### src/rtl/step_dir_pkg.sv
// Shared types and default timing constants for the STEP/DIR position decoder.
package step_dir_pkg;

    typedef enum logic [1:0] {
        UNHOMED,
        HOMED,
        FAULT
    } dec_state_t;

    typedef enum logic [1:0] {
        FLT_NONE,
        FLT_TOO_FAST,
        FLT_DIR_SETUP,
        FLT_RANGE
    } fault_code_t;

    localparam int unsigned DEF_POS_W        = 16;
    localparam int unsigned DEF_POS_MAX      = 8000;
    localparam int unsigned DEF_MIN_PERIOD   = 400;
    localparam int unsigned DEF_DIR_SETUP    = 40;
    localparam int unsigned DEF_IDLE_TIMEOUT = 4_000_000;

endpackage

### src/rtl/step_dir_decoder_if.sv
// STEP/DIR decoder signal bundle: the printer side (master) drives the lines, the decoder reports.
interface step_dir_decoder_if #(
    parameter int unsigned POS_W = 16
);
    logic             step_in;
    logic             dir_in;
    logic             home_in;
    logic             clear_fault;
    logic [POS_W-1:0] pos;
    logic             pos_valid;
    logic             homed;
    logic             moving;
    logic             step_strobe;
    logic             fault;
    logic [1:0]       fault_code;

    modport master (
        output step_in, dir_in, home_in, clear_fault,
        input  pos, pos_valid, homed, moving, step_strobe, fault, fault_code
    );

    modport slave (
        input  step_in, dir_in, home_in, clear_fault,
        output pos, pos_valid, homed, moving, step_strobe, fault, fault_code
    );
endinterface

### src/rtl/sync_edge_det.sv
// 2-FF synchronizer with rise/fall detection. With STEP_DIR_GLITCH_FILTER_EN defined and
// FILT_EN set, the level only changes after 3 consecutive equal synchronized samples.
module sync_edge_det #(
    parameter bit FILT_EN = 1'b0
) (
    input  logic i_clk,
    input  logic i_rst,
    input  logic i_async,
    output logic o_level,
    output logic o_rise,
    output logic o_fall
);
`ifdef STEP_DIR_GLITCH_FILTER_EN
    localparam bit FILTER_ON = FILT_EN;
`else
    localparam bit FILTER_ON = 1'b0 & FILT_EN;
`endif

    logic [1:0] r_sync;
    logic       r_level;
    logic       w_level;

    always_ff @(posedge i_clk) begin
        if (i_rst) begin
            r_sync  <= 2'b00;
            r_level <= 1'b0;
        end else begin
            r_sync  <= {r_sync[0], i_async};
            r_level <= w_level;
        end
    end

    if (FILTER_ON) begin : g_filt
        logic [1:0] r_hist;

        always_ff @(posedge i_clk) begin
            if (i_rst) begin
                r_hist <= 2'b00;
            end else begin
                r_hist <= {r_hist[0], r_sync[1]};
            end
        end

        // Level is taken from the live sample so the edge appears on the third equal sample.
        always_comb begin
            w_level = r_level;
            if (&{r_sync[1], r_hist}) begin
                w_level = 1'b1;
            end else if (~|{r_sync[1], r_hist}) begin
                w_level = 1'b0;
            end
        end
    end else begin : g_nofilt
        assign w_level = r_sync[1];
    end

    assign o_level = w_level;
    assign o_rise  = w_level & ~r_level;
    assign o_fall  = ~w_level & r_level;
endmodule

### src/rtl/step_dir_decoder.sv
// Rebuilds one axis' absolute position from STEP/DIR, referenced to its home switch, and
// flags timing/range violations. STEP_DIR_GLITCH_FILTER_EN enables the STEP glitch filter.
module step_dir_decoder
    import step_dir_pkg::*;
#(
    parameter int unsigned POS_W        = DEF_POS_W,
    parameter int unsigned POS_MAX      = DEF_POS_MAX,
    parameter int unsigned MIN_PERIOD   = DEF_MIN_PERIOD,
    parameter int unsigned DIR_SETUP    = DEF_DIR_SETUP,
    parameter int unsigned IDLE_TIMEOUT = DEF_IDLE_TIMEOUT
) (
    input logic                i_clk_40,
    input logic                i_rst,
    step_dir_decoder_if.slave  io_bus
);
    localparam int unsigned PER_W  = $clog2(MIN_PERIOD + 1);
    localparam int unsigned DS_W   = $clog2(DIR_SETUP + 1);
    localparam int unsigned IDLE_W = $clog2(IDLE_TIMEOUT + 1);

    logic w_step_lvl, w_step_rise, w_step_fall;
    logic w_dir, w_dir_rise, w_dir_fall, w_dir_chg;
    logic w_home, w_home_rise, w_home_fall;
    logic w_unused;

    dec_state_t  r_state, w_state_d;
    fault_code_t r_code, w_code_d;
    logic [POS_W-1:0]  r_pos, w_pos_d;
    logic              r_strobe, w_strobe_d;
    logic              w_accept;
    logic [PER_W-1:0]  r_per_cnt;
    logic [DS_W-1:0]   r_ds_cnt;
    logic [IDLE_W-1:0] r_idle_cnt;

    sync_edge_det #(.FILT_EN(1'b1)) u_step_sync (
        .i_clk   (i_clk_40),
        .i_rst   (i_rst),
        .i_async (io_bus.step_in),
        .o_level (w_step_lvl),
        .o_rise  (w_step_rise),
        .o_fall  (w_step_fall)
    );

    sync_edge_det #(.FILT_EN(1'b0)) u_dir_sync (
        .i_clk   (i_clk_40),
        .i_rst   (i_rst),
        .i_async (io_bus.dir_in),
        .o_level (w_dir),
        .o_rise  (w_dir_rise),
        .o_fall  (w_dir_fall)
    );

    sync_edge_det #(.FILT_EN(1'b0)) u_home_sync (
        .i_clk   (i_clk_40),
        .i_rst   (i_rst),
        .i_async (io_bus.home_in),
        .o_level (w_home),
        .o_rise  (w_home_rise),
        .o_fall  (w_home_fall)
    );

    assign w_dir_chg = w_dir_rise | w_dir_fall;
    assign w_unused  = ^{w_step_lvl, w_step_fall, w_home_rise, w_home_fall};

    always_ff @(posedge i_clk_40) begin
        if (i_rst) begin
            r_state  <= UNHOMED;
            r_code   <= FLT_NONE;
            r_pos    <= '0;
            r_strobe <= 1'b0;
        end else begin
            r_state  <= w_state_d;
            r_code   <= w_code_d;
            r_pos    <= w_pos_d;
            r_strobe <= w_strobe_d;
        end
    end

    always_comb begin
        w_state_d  = r_state;
        w_code_d   = r_code;
        w_pos_d    = r_pos;
        w_strobe_d = 1'b0;
        w_accept   = 1'b0;
        unique case (r_state)
            UNHOMED: begin
                if (w_home) begin
                    w_state_d = HOMED;
                    w_pos_d   = '0;
                end
            end
            HOMED: begin
                // Home wins over a coincident step and never faults.
                if (w_home) begin
                    w_pos_d = '0;
                end else if (w_step_rise) begin
                    if (r_per_cnt < PER_W'(MIN_PERIOD)) begin
                        w_state_d = FAULT;
                        w_code_d  = FLT_TOO_FAST;
                    end else if (w_dir_chg || (r_ds_cnt < DS_W'(DIR_SETUP))) begin
                        w_state_d = FAULT;
                        w_code_d  = FLT_DIR_SETUP;
                    end else if (w_dir ? (r_pos == POS_W'(POS_MAX)) : (r_pos == '0)) begin
                        w_state_d = FAULT;
                        w_code_d  = FLT_RANGE;
                    end else begin
                        w_accept   = 1'b1;
                        w_strobe_d = 1'b1;
                        w_pos_d    = w_dir ? r_pos + 1'b1 : r_pos - 1'b1;
                    end
                end
            end
            FAULT: begin
                if (io_bus.clear_fault) begin
                    w_state_d = UNHOMED;
                    w_code_d  = FLT_NONE;
                    w_pos_d   = '0;
                end
            end
            default: begin
                w_state_d = UNHOMED;
            end
        endcase
    end

    always_ff @(posedge i_clk_40) begin
        if (i_rst) begin
            r_per_cnt  <= PER_W'(MIN_PERIOD);
            r_ds_cnt   <= DS_W'(DIR_SETUP);
            r_idle_cnt <= '0;
        end else begin
            if (w_accept) begin
                r_per_cnt <= '0;
            end else if (r_per_cnt < PER_W'(MIN_PERIOD)) begin
                r_per_cnt <= r_per_cnt + 1'b1;
            end

            if (w_dir_chg) begin
                r_ds_cnt <= '0;
            end else if (r_ds_cnt < DS_W'(DIR_SETUP)) begin
                r_ds_cnt <= r_ds_cnt + 1'b1;
            end

            if (w_accept) begin
                r_idle_cnt <= IDLE_W'(IDLE_TIMEOUT);
            end else if (r_idle_cnt != '0) begin
                r_idle_cnt <= r_idle_cnt - 1'b1;
            end
        end
    end

    assign io_bus.pos         = r_pos;
    assign io_bus.pos_valid   = (r_state == HOMED);
    assign io_bus.homed       = (r_state == HOMED);
    assign io_bus.fault       = (r_state == FAULT);
    assign io_bus.fault_code  = r_code;
    assign io_bus.step_strobe = r_strobe;
    assign io_bus.moving      = (r_idle_cnt != '0);
endmodule

### src/flat_wrapper.sv
// flat-port wrapper written by rule: the top's interface ports become plain ports
module step_dir_decoder_flat import step_dir_pkg::*;
#(
    parameter int unsigned POS_W        = DEF_POS_W,
    parameter int unsigned POS_MAX      = DEF_POS_MAX,
    parameter int unsigned MIN_PERIOD   = DEF_MIN_PERIOD,
    parameter int unsigned DIR_SETUP    = DEF_DIR_SETUP,
    parameter int unsigned IDLE_TIMEOUT = DEF_IDLE_TIMEOUT
)
  (i_clk_40, i_rst, io_bus_step_in, io_bus_dir_in, io_bus_home_in, io_bus_clear_fault, io_bus_pos, io_bus_pos_valid, io_bus_homed, io_bus_moving, io_bus_step_strobe, io_bus_fault, io_bus_fault_code);
  step_dir_decoder_if #(.POS_W(POS_W)) io_bus_i ();
  input logic i_clk_40;
  input logic i_rst;
  input wire logic [$bits(io_bus_i.step_in)-1:0] io_bus_step_in;
  input wire logic [$bits(io_bus_i.dir_in)-1:0] io_bus_dir_in;
  input wire logic [$bits(io_bus_i.home_in)-1:0] io_bus_home_in;
  input wire logic [$bits(io_bus_i.clear_fault)-1:0] io_bus_clear_fault;
  output wire logic [$bits(io_bus_i.pos)-1:0] io_bus_pos;
  output wire logic [$bits(io_bus_i.pos_valid)-1:0] io_bus_pos_valid;
  output wire logic [$bits(io_bus_i.homed)-1:0] io_bus_homed;
  output wire logic [$bits(io_bus_i.moving)-1:0] io_bus_moving;
  output wire logic [$bits(io_bus_i.step_strobe)-1:0] io_bus_step_strobe;
  output wire logic [$bits(io_bus_i.fault)-1:0] io_bus_fault;
  output wire logic [$bits(io_bus_i.fault_code)-1:0] io_bus_fault_code;
  assign io_bus_i.step_in = io_bus_step_in;
  assign io_bus_i.dir_in = io_bus_dir_in;
  assign io_bus_i.home_in = io_bus_home_in;
  assign io_bus_i.clear_fault = io_bus_clear_fault;
  assign io_bus_pos = io_bus_i.pos;
  assign io_bus_pos_valid = io_bus_i.pos_valid;
  assign io_bus_homed = io_bus_i.homed;
  assign io_bus_moving = io_bus_i.moving;
  assign io_bus_step_strobe = io_bus_i.step_strobe;
  assign io_bus_fault = io_bus_i.fault;
  assign io_bus_fault_code = io_bus_i.fault_code;
  step_dir_decoder #(.POS_W(POS_W), .POS_MAX(POS_MAX), .MIN_PERIOD(MIN_PERIOD), .DIR_SETUP(DIR_SETUP), .IDLE_TIMEOUT(IDLE_TIMEOUT)) u_core (.i_clk_40(i_clk_40), .i_rst(i_rst), .io_bus(io_bus_i));
endmodule
### config.mk
export PLATFORM = sky130hd
export DESIGN_NAME = step_dir_decoder_flat
export DESIGN_NICKNAME = d
export VERILOG_FILES = /design/src/rtl/step_dir_pkg.sv /design/src/rtl/step_dir_decoder_if.sv /design/src/rtl/sync_edge_det.sv /design/src/rtl/step_dir_decoder.sv /design/src/flat_wrapper.sv
export SDC_FILE = /design/constraint.sdc
export NUM_CORES = 1
export LEC_CHECK = 0
export BUFFER_PORTS_ARGS = -buffer_cell sky130_fd_sc_hd__buf_2
export CAP_MARGIN = 20
export CORE_MARGIN = 1.5
export CORE_UTILIZATION = 35
export DETAILED_ROUTE_END_ITERATION = 8
export PLACE_DENSITY = 0.62
export SYNTH_ARGS = -nofsm -noshare
export SYNTH_HDL_FRONTEND = slang
export SYNTH_HIERARCHICAL = 1
export SYNTH_SLANG_ARGS = --single-unit
### constraint.sdc
create_clock -name i_clk_40 -period 2.8 [get_ports i_clk_40]
set_input_delay 0.14 -clock i_clk_40 [delete_from_list [all_inputs] [get_ports i_clk_40]]
set_output_delay 0.14 -clock i_clk_40 [all_outputs]
set_load 0.05 [all_outputs]
== Yosys cells after proc, flatten, opt, wreduce, memory -nomap -nowiden ==
Cells that the tools add are included.

* Add/subtract/negate cells: 5
* $lt $le $gt $ge: 2
* Equality and inequality tests: 12
* Muxes and demuxes: 36
* Bitwise gates (word level): 7
* Reduce and logical (&&, ||, !) cells: 14

{| class="wikitable"
|+ Operator list
! kind !! count
|-
| $mux 16 || 8
|-
| $pmux 16 s3 || 1
|-
| $mux 22 || 2
|-
| $mux 2 || 12
|-
| $reduce_bool 22->1 || 1
|-
| $sub 22x1->22 const B || 1
|-
| $mux 9 || 2
|-
| $add 16x1->16 const B || 1
|-
| $eq 16x13->1 const B || 1
|-
| $logic_not 16->1 || 1
|-
| $sub 16x1->16 const B || 1
|-
| $mux 6 || 2
|-
| $reduce_and 5->1 || 2
|-
| $add 9x1->9 const B || 1
|-
| $lt 9x9->1 const B || 1
|-
| $ne 3x3->1 const B || 3
|-
| $reduce_bool 2->1 || 4
|-
| $mux 1 || 7
|-
| $reduce_and 7->1 || 1
|-
| $add 6x1->6 const B || 1
|-
| $lt 6x6->1 const B || 1
|-
| $ne 2x2->1 const B || 3
|-
| $pmux 2 s3 || 1
|-
| $ne 4x1->1 const B || 1
|-
| other kinds (12) || 17
|}

* Register bits after elaboration: 66
* Input port bits: 6
* Output and inout bits: 23
* Logic and storage cells: 91

== Logic depth before layout (Yosys ltp) ==
* Word-level depth: 10
* Mapped depth: 9
* Depth with buffers taken out: 9

== Modules after synthesis ==
Netlist, hierarchy kept.

{| class="wikitable"
|+ By module, submodules not included
! module !! instances !! cells each !! area each (um2) !! sequential area each (um2)
|-
| step_dir_decoder || 1 || 374 || 3,241.9 || 1,161.1
|-
| sync_edge_det || 3 || 8 || 91.3 || 60.1
|}

== Worst setup path after synthesis ==
OpenSTA, ideal clock, no wires.

* Kind: register to register
* From: register u_core.r_pos[8] (netlist: u_core/io_bus.pos[8])
* To: register u_core.r_pos[15] (netlist: u_core/io_bus.pos[15])
* Library setup time: 0.120 ns
* Data arrival time: 2.325 ns
* Data required time: 2.680 ns
* Path slack: 0.355 ns
* Cell stages (with the launch flop): 9
* Buffers on the path: 0
* Period minus slack after synthesis: 2.445 ns
* Cell sequence: dfxtp_1 -> ha_1 -> a21oi_1 -> o21ai_0 -> or3_1 -> o211ai_1 -> a31oi_1 -> o211a_1 -> a211o_1

* Cells in the longest elaborated chain, start to end: 8
* Elaborated cells between the ends (all ways): 14
* Those cells by class: add/sub: 2; eq/ne: 2; mux: 8; reduce/logical: 2

{| class="wikitable"
|+ RTL lines
! item !! line !! source
|-
| start: declaration || step_dir_decoder.sv:27 || <nowiki>logic [POS_W-1:0] r_pos, w_pos_d;</nowiki>
|-
| start signal: assignment || step_dir_decoder.sv:73 || <nowiki>r_pos <= w_pos_d;</nowiki>
|-
| $sub 16x1->16 or $add 16x1->16 (tied branches) || step_dir_decoder.sv:108 || <nowiki>w_pos_d = w_dir ? r_pos + 1'b1 : r_pos - 1'b1;</nowiki>
|-
| $mux 16 || step_dir_decoder.sv:108 ||
|-
| $mux 16 || step_dir_decoder.sv:102 || <nowiki>end else if (w_dir ? (r_pos == POS_W'(POS_MAX)) : (r_pos == '0)) begin</nowiki>
|-
| $mux 16 || step_dir_decoder.sv:99 || <nowiki>end else if (w_dir_chg || (r_ds_cnt < DS_W'(DIR_SETUP))) begin</nowiki>
|-
| $mux 16 || step_dir_decoder.sv:96 || <nowiki>if (r_per_cnt < PER_W'(MIN_PERIOD)) begin</nowiki>
|-
| $mux 16 || step_dir_decoder.sv:95 || <nowiki>end else if (w_step_rise) begin</nowiki>
|-
| $mux 16 || step_dir_decoder.sv:93 || <nowiki>if (w_home) begin</nowiki>
|-
| $pmux 16 s3 || step_dir_decoder.sv:84 || <nowiki>unique case (r_state)</nowiki>
|}

Several ways; a longest one is shown, not always the timed one. The select of a mux whose other input is x is not followed.
A chain may end at the register's enable or synchronous reset.

== Final worst setup path ==
* From: register u_core.r_idle_cnt[12]
* To: output port io_bus_moving

* Cells in the longest elaborated chain, start to end: 1

{| class="wikitable"
|+ RTL lines
! item !! line !! source
|-
| start: declaration || step_dir_decoder.sv:32 || <nowiki>logic [IDLE_W-1:0] r_idle_cnt;</nowiki>
|-
| start signal: assignment || step_dir_decoder.sv:144 || <nowiki>r_idle_cnt <= IDLE_W'(IDLE_TIMEOUT);</nowiki>
|-
| start signal: assignment || step_dir_decoder.sv:146 || <nowiki>r_idle_cnt <= r_idle_cnt - 1'b1;</nowiki>
|-
| $reduce_bool 22->1 || step_dir_decoder.sv:157 || <nowiki>assign io_bus.moving = (r_idle_cnt != '0);</nowiki>
|-
| end: declaration || flat_wrapper.sv:21 || <nowiki>output wire logic [$bits(io_bus_i.moving)-1:0] io_bus_moving;</nowiki>
|}

Every way passes these cells.

==> metrics list <==
- Highest routed metal layer: met4
- Fin. max-slew vios: 0
- The die covers 10500 µm².
* Maximum clock skew at final layout: 0.0106 ns
- The H-tree was split into 3 levels.
- The worst hold path was traced through 2 stages.
- Met3 routed wirelength: 218 µm
* Reg-to-Reg Start: u_core/u_dir_sync/r_sync[1]$_SDFF_PP0_
- Maximum number of pins on one net before global-route repair: 24
- Share of post-route cells with drive strength above 1: 15.4%
- Yosys warning count: 6
- Combinational Power Share: 31.5%
- Critical path launch point: u_core/r_idle_cnt[12]$_SDFFE_PP0P_
- Outcome: finished, final reports clean
- Synthesis produced 393 cells.
- Across the whole layout, storage elements account for 1320 µm².
* First DRT Iteration DRCs: 76
- Antenna violations before repair: 0
* Final sum of negative setup slack: 0 ns
- Leakage power figure: 1.73 nW
* Share of power burned in registers: 38.4%
- Remaining design rule violation count: 0
- Syn Std Cell Area: 3470 µm²
* Total length of routed met2 wires: 3460 µm
* Top-level I/O count: 29
- For the worst setup path, the data required time is 2.66 ns.
- The slowest stage of the critical path is the sky130_fd_sc_hd__or4_4 cell.
* Number of failing setup endpoints in the final timing report: 0
- Setup repair after global routing left no endpoint under its margin.
- The die is 103 µm tall.
- Number of inserted diodes: 0
- STA classifies the critical path endpoint as a primary output.
* Post-route clock period utilization: 92.0%
- The completed layout was analyzed and its total power is 3.00 mW.
- Clock tree from TritonCTS: done
- Sw Ratio: 34.4%
- The layout has 992 filler cells.
* Internal Power: 1.96 mW
* Remaining number of nets flagged by the antenna check after routing: 0
- DP HPWL: 5050 µm
- The multi-input combinational cells in the finished layout cover a total of 2060 µm².
* Count of maximum capacitance violations: 0
* Net count reported at finish: 465
- Signal arrival time at the worst endpoint: 2.44 ns
- Core footprint: 9680 µm²
- Number of buffers added by the clock tree synthesis step: 9
* Transition time at the pin with the least slew margin: 0.575 ns
- Worst-case headroom to the max-slew limit: 61.4%
* Ordered list of cells on the worst path: or4_4 > nor4b_4 > nand4b_4 > or2_1 > buf_2
- Die extent in x: 103 µm
* Launch point of the worst hold path: i_rst
* Crit start category: flip-flop
- Net switching power: 1.03 mW
- After detailed routing, the average wire length per cell comes to 12.4 µm.
- The first TritonRoute pass finished after 4 iterations.
- Tmin final: 2.58 ns
- Routability-driven placement finished with a final weighted congestion of 0.804.
- Via count of the first global-routing pass: 2795
- Clock root buffer: sky130_fd_sc_hd__clkbuf_8
- For this configuration, the core starts out at a cell density of 35.8%.
* R2R cell count: 10
* Critical Setup Path Class: flip-flop to primary output
- The first global-routing pass estimated 12300 µm of wire.
* Count of vias placed by the detailed router: 2860
- Achievable clock frequency: 388 MHz
- Port bufs: 28
* Clock buffer depth: 2
- Largest stage delay on the critical path: 0.59 ns
- Clock Power Share: 30.1%
* DR vias/cell: 4.97
- Across every metal layer, demand over resource in global routing totals 14.6%.
* Clock-pin slew of the registers on the worst-case setup and hold paths: 0.08 ns
- The worst-case IR drop observed on VDD is 0.346 mV.
- Post-Syn Nets: 421
- Final hold viol count: 0
- Highest net fanout along the worst path: 6
- Row count: 36
- Dividing total power by cell area gives a power density of 738 nW/µm².
- Relative to the synthesized area, the layout overhead comes to 17.0%.
- The routed design has 7130 µm of wire.
- For this run the aggregate overflow at the end of global routing stands at 0.
- Classification of the worst-slack hold path: primary input to flip-flop
- TritonCTS Sinks: 66
- WL met1: 3390 µm
- Worst-skew pair later-pin latency: 0.34 ns
* Average cell area after synthesis: 8.83 µm²
[flip-flops by register name, indices dropped and copies added, names as in the netlist]
| name | flops |
|---|---|
| u_core/u_home_sync/r_sync | 2 |
| u_core/io_bus.step_strobe | 1 |
| u_core/r_state | 2 |
| u_core/u_step_sync/r_level | 1 |
| u_core/u_step_sync/r_sync | 2 |
| u_core/r_per_cnt | 9 |
| u_core/r_ds_cnt | 6 |
| u_core/u_dir_sync/r_sync | 2 |
| u_core/r_idle_cnt | 22 |
| u_core/io_bus.fault_code | 2 |
| u_core/u_dir_sync/r_level | 1 |
| u_core/io_bus.pos | 16 |
[power groups by stage]
stage	Clock [mW]	Combinational (mW)	Sequential (mW)
after floorplan	0	0.777	1.17
final	0.902	0.943	1.15
after CTS	0.935	0.947	1.15
after global placement	0	0.909	1.16
after detailed placement	0	0.937	1.17
after global routing	0.985	1.05	1.17
[repair_timing]
action,4_1_cts,5_1_grt
setup buffers,0,3
gates resized for setup,0,1
hold endpoints to repair,3,0
hold buffers,3,0
setup endpoints to repair,0,1
[critical path, delay by kind of cell, from the launching register on]
family,cells,cell delay (ns)
flip-flops,1,0.35
buffers and inverters,1,0.25
AND/OR/NAND/NOR,4,1.49
[path summary, 6_finish.rpt]
kind                                                                end  slack, ns
worst min register to register  u_core/u_step_sync/r_sync[1]$_SDFF_PP0_       0.44
worst min-delay path            u_core/u_step_sync/r_sync[0]$_SDFF_PP0_       0.22
worst max-delay path                                      io_bus_moving       0.22
worst max register to register       u_core/io_bus.pos[15]$_SDFFE_PP0P_       0.33
[layer usage]
layer | vias to the layer above | global-route usage (%)
met4 | 0 | 4.43
met1 | 1329 | 17.1
li1 | 1490 | -
met2 | 35 | 25.9
met3 | 6 | 4.27
met5 | - | 0
[placed cells by master (no fill, tap or decap), types with 7 or more instances in the layout]
cell and n:
sky130_fd_sc_hd__xnor2_1 15, sky130_fd_sc_hd__ha_1 21, sky130_fd_sc_hd__buf_2 28, sky130_fd_sc_hd__o21ai_1 19, sky130_fd_sc_hd__o21ai_0 10, sky130_fd_sc_hd__nor4_1 7, sky130_fd_sc_hd__clkbuf_8 10, sky130_fd_sc_hd__nand2_1 34
sky130_fd_sc_hd__a21oi_1 31, sky130_fd_sc_hd__xor2_1 20, sky130_fd_sc_hd__nand4_1 8, sky130_fd_sc_hd__dfxtp_1 66, sky130_fd_sc_hd__nor2_1 43, sky130_fd_sc_hd__inv_1 12, sky130_fd_sc_hd__nor2b_1 12, sky130_fd_sc_hd__buf_4 9
[area by class of cell]
| cell class | count | area share [%] |
|---|---|---|
| Clock inverter | 6 | 2.19 |
| Clock buffer | 10 | 3.39 |
| Multi-Input combinational cell | 307 | 50.6 |
| Inverter | 13 | 1.29 |
| Timing Repair Buffer | 40 | 5.85 |
| Sequential cell | 66 | 32.5 |
| Tap cell | 133 | 4.10 |
[metrics by stage]
stage	utilization (%)	hold slack [ns]	std cells	cell area, µm²	setup WS (ns)
final	41.9	0.216	575	4060	0.223
after global routing	41.9	0.226	575	4060	0.120
after CTS	41.7	0.212	572	4040	0.189
after detailed placement	39.0	0.360	553	3780	0.210
after global placement	39.0	0.351	553	3780	0.276
after floorplan	-	0.209	393	3470	0.355
Note: power is estimated with default switching activity, not from simulation.
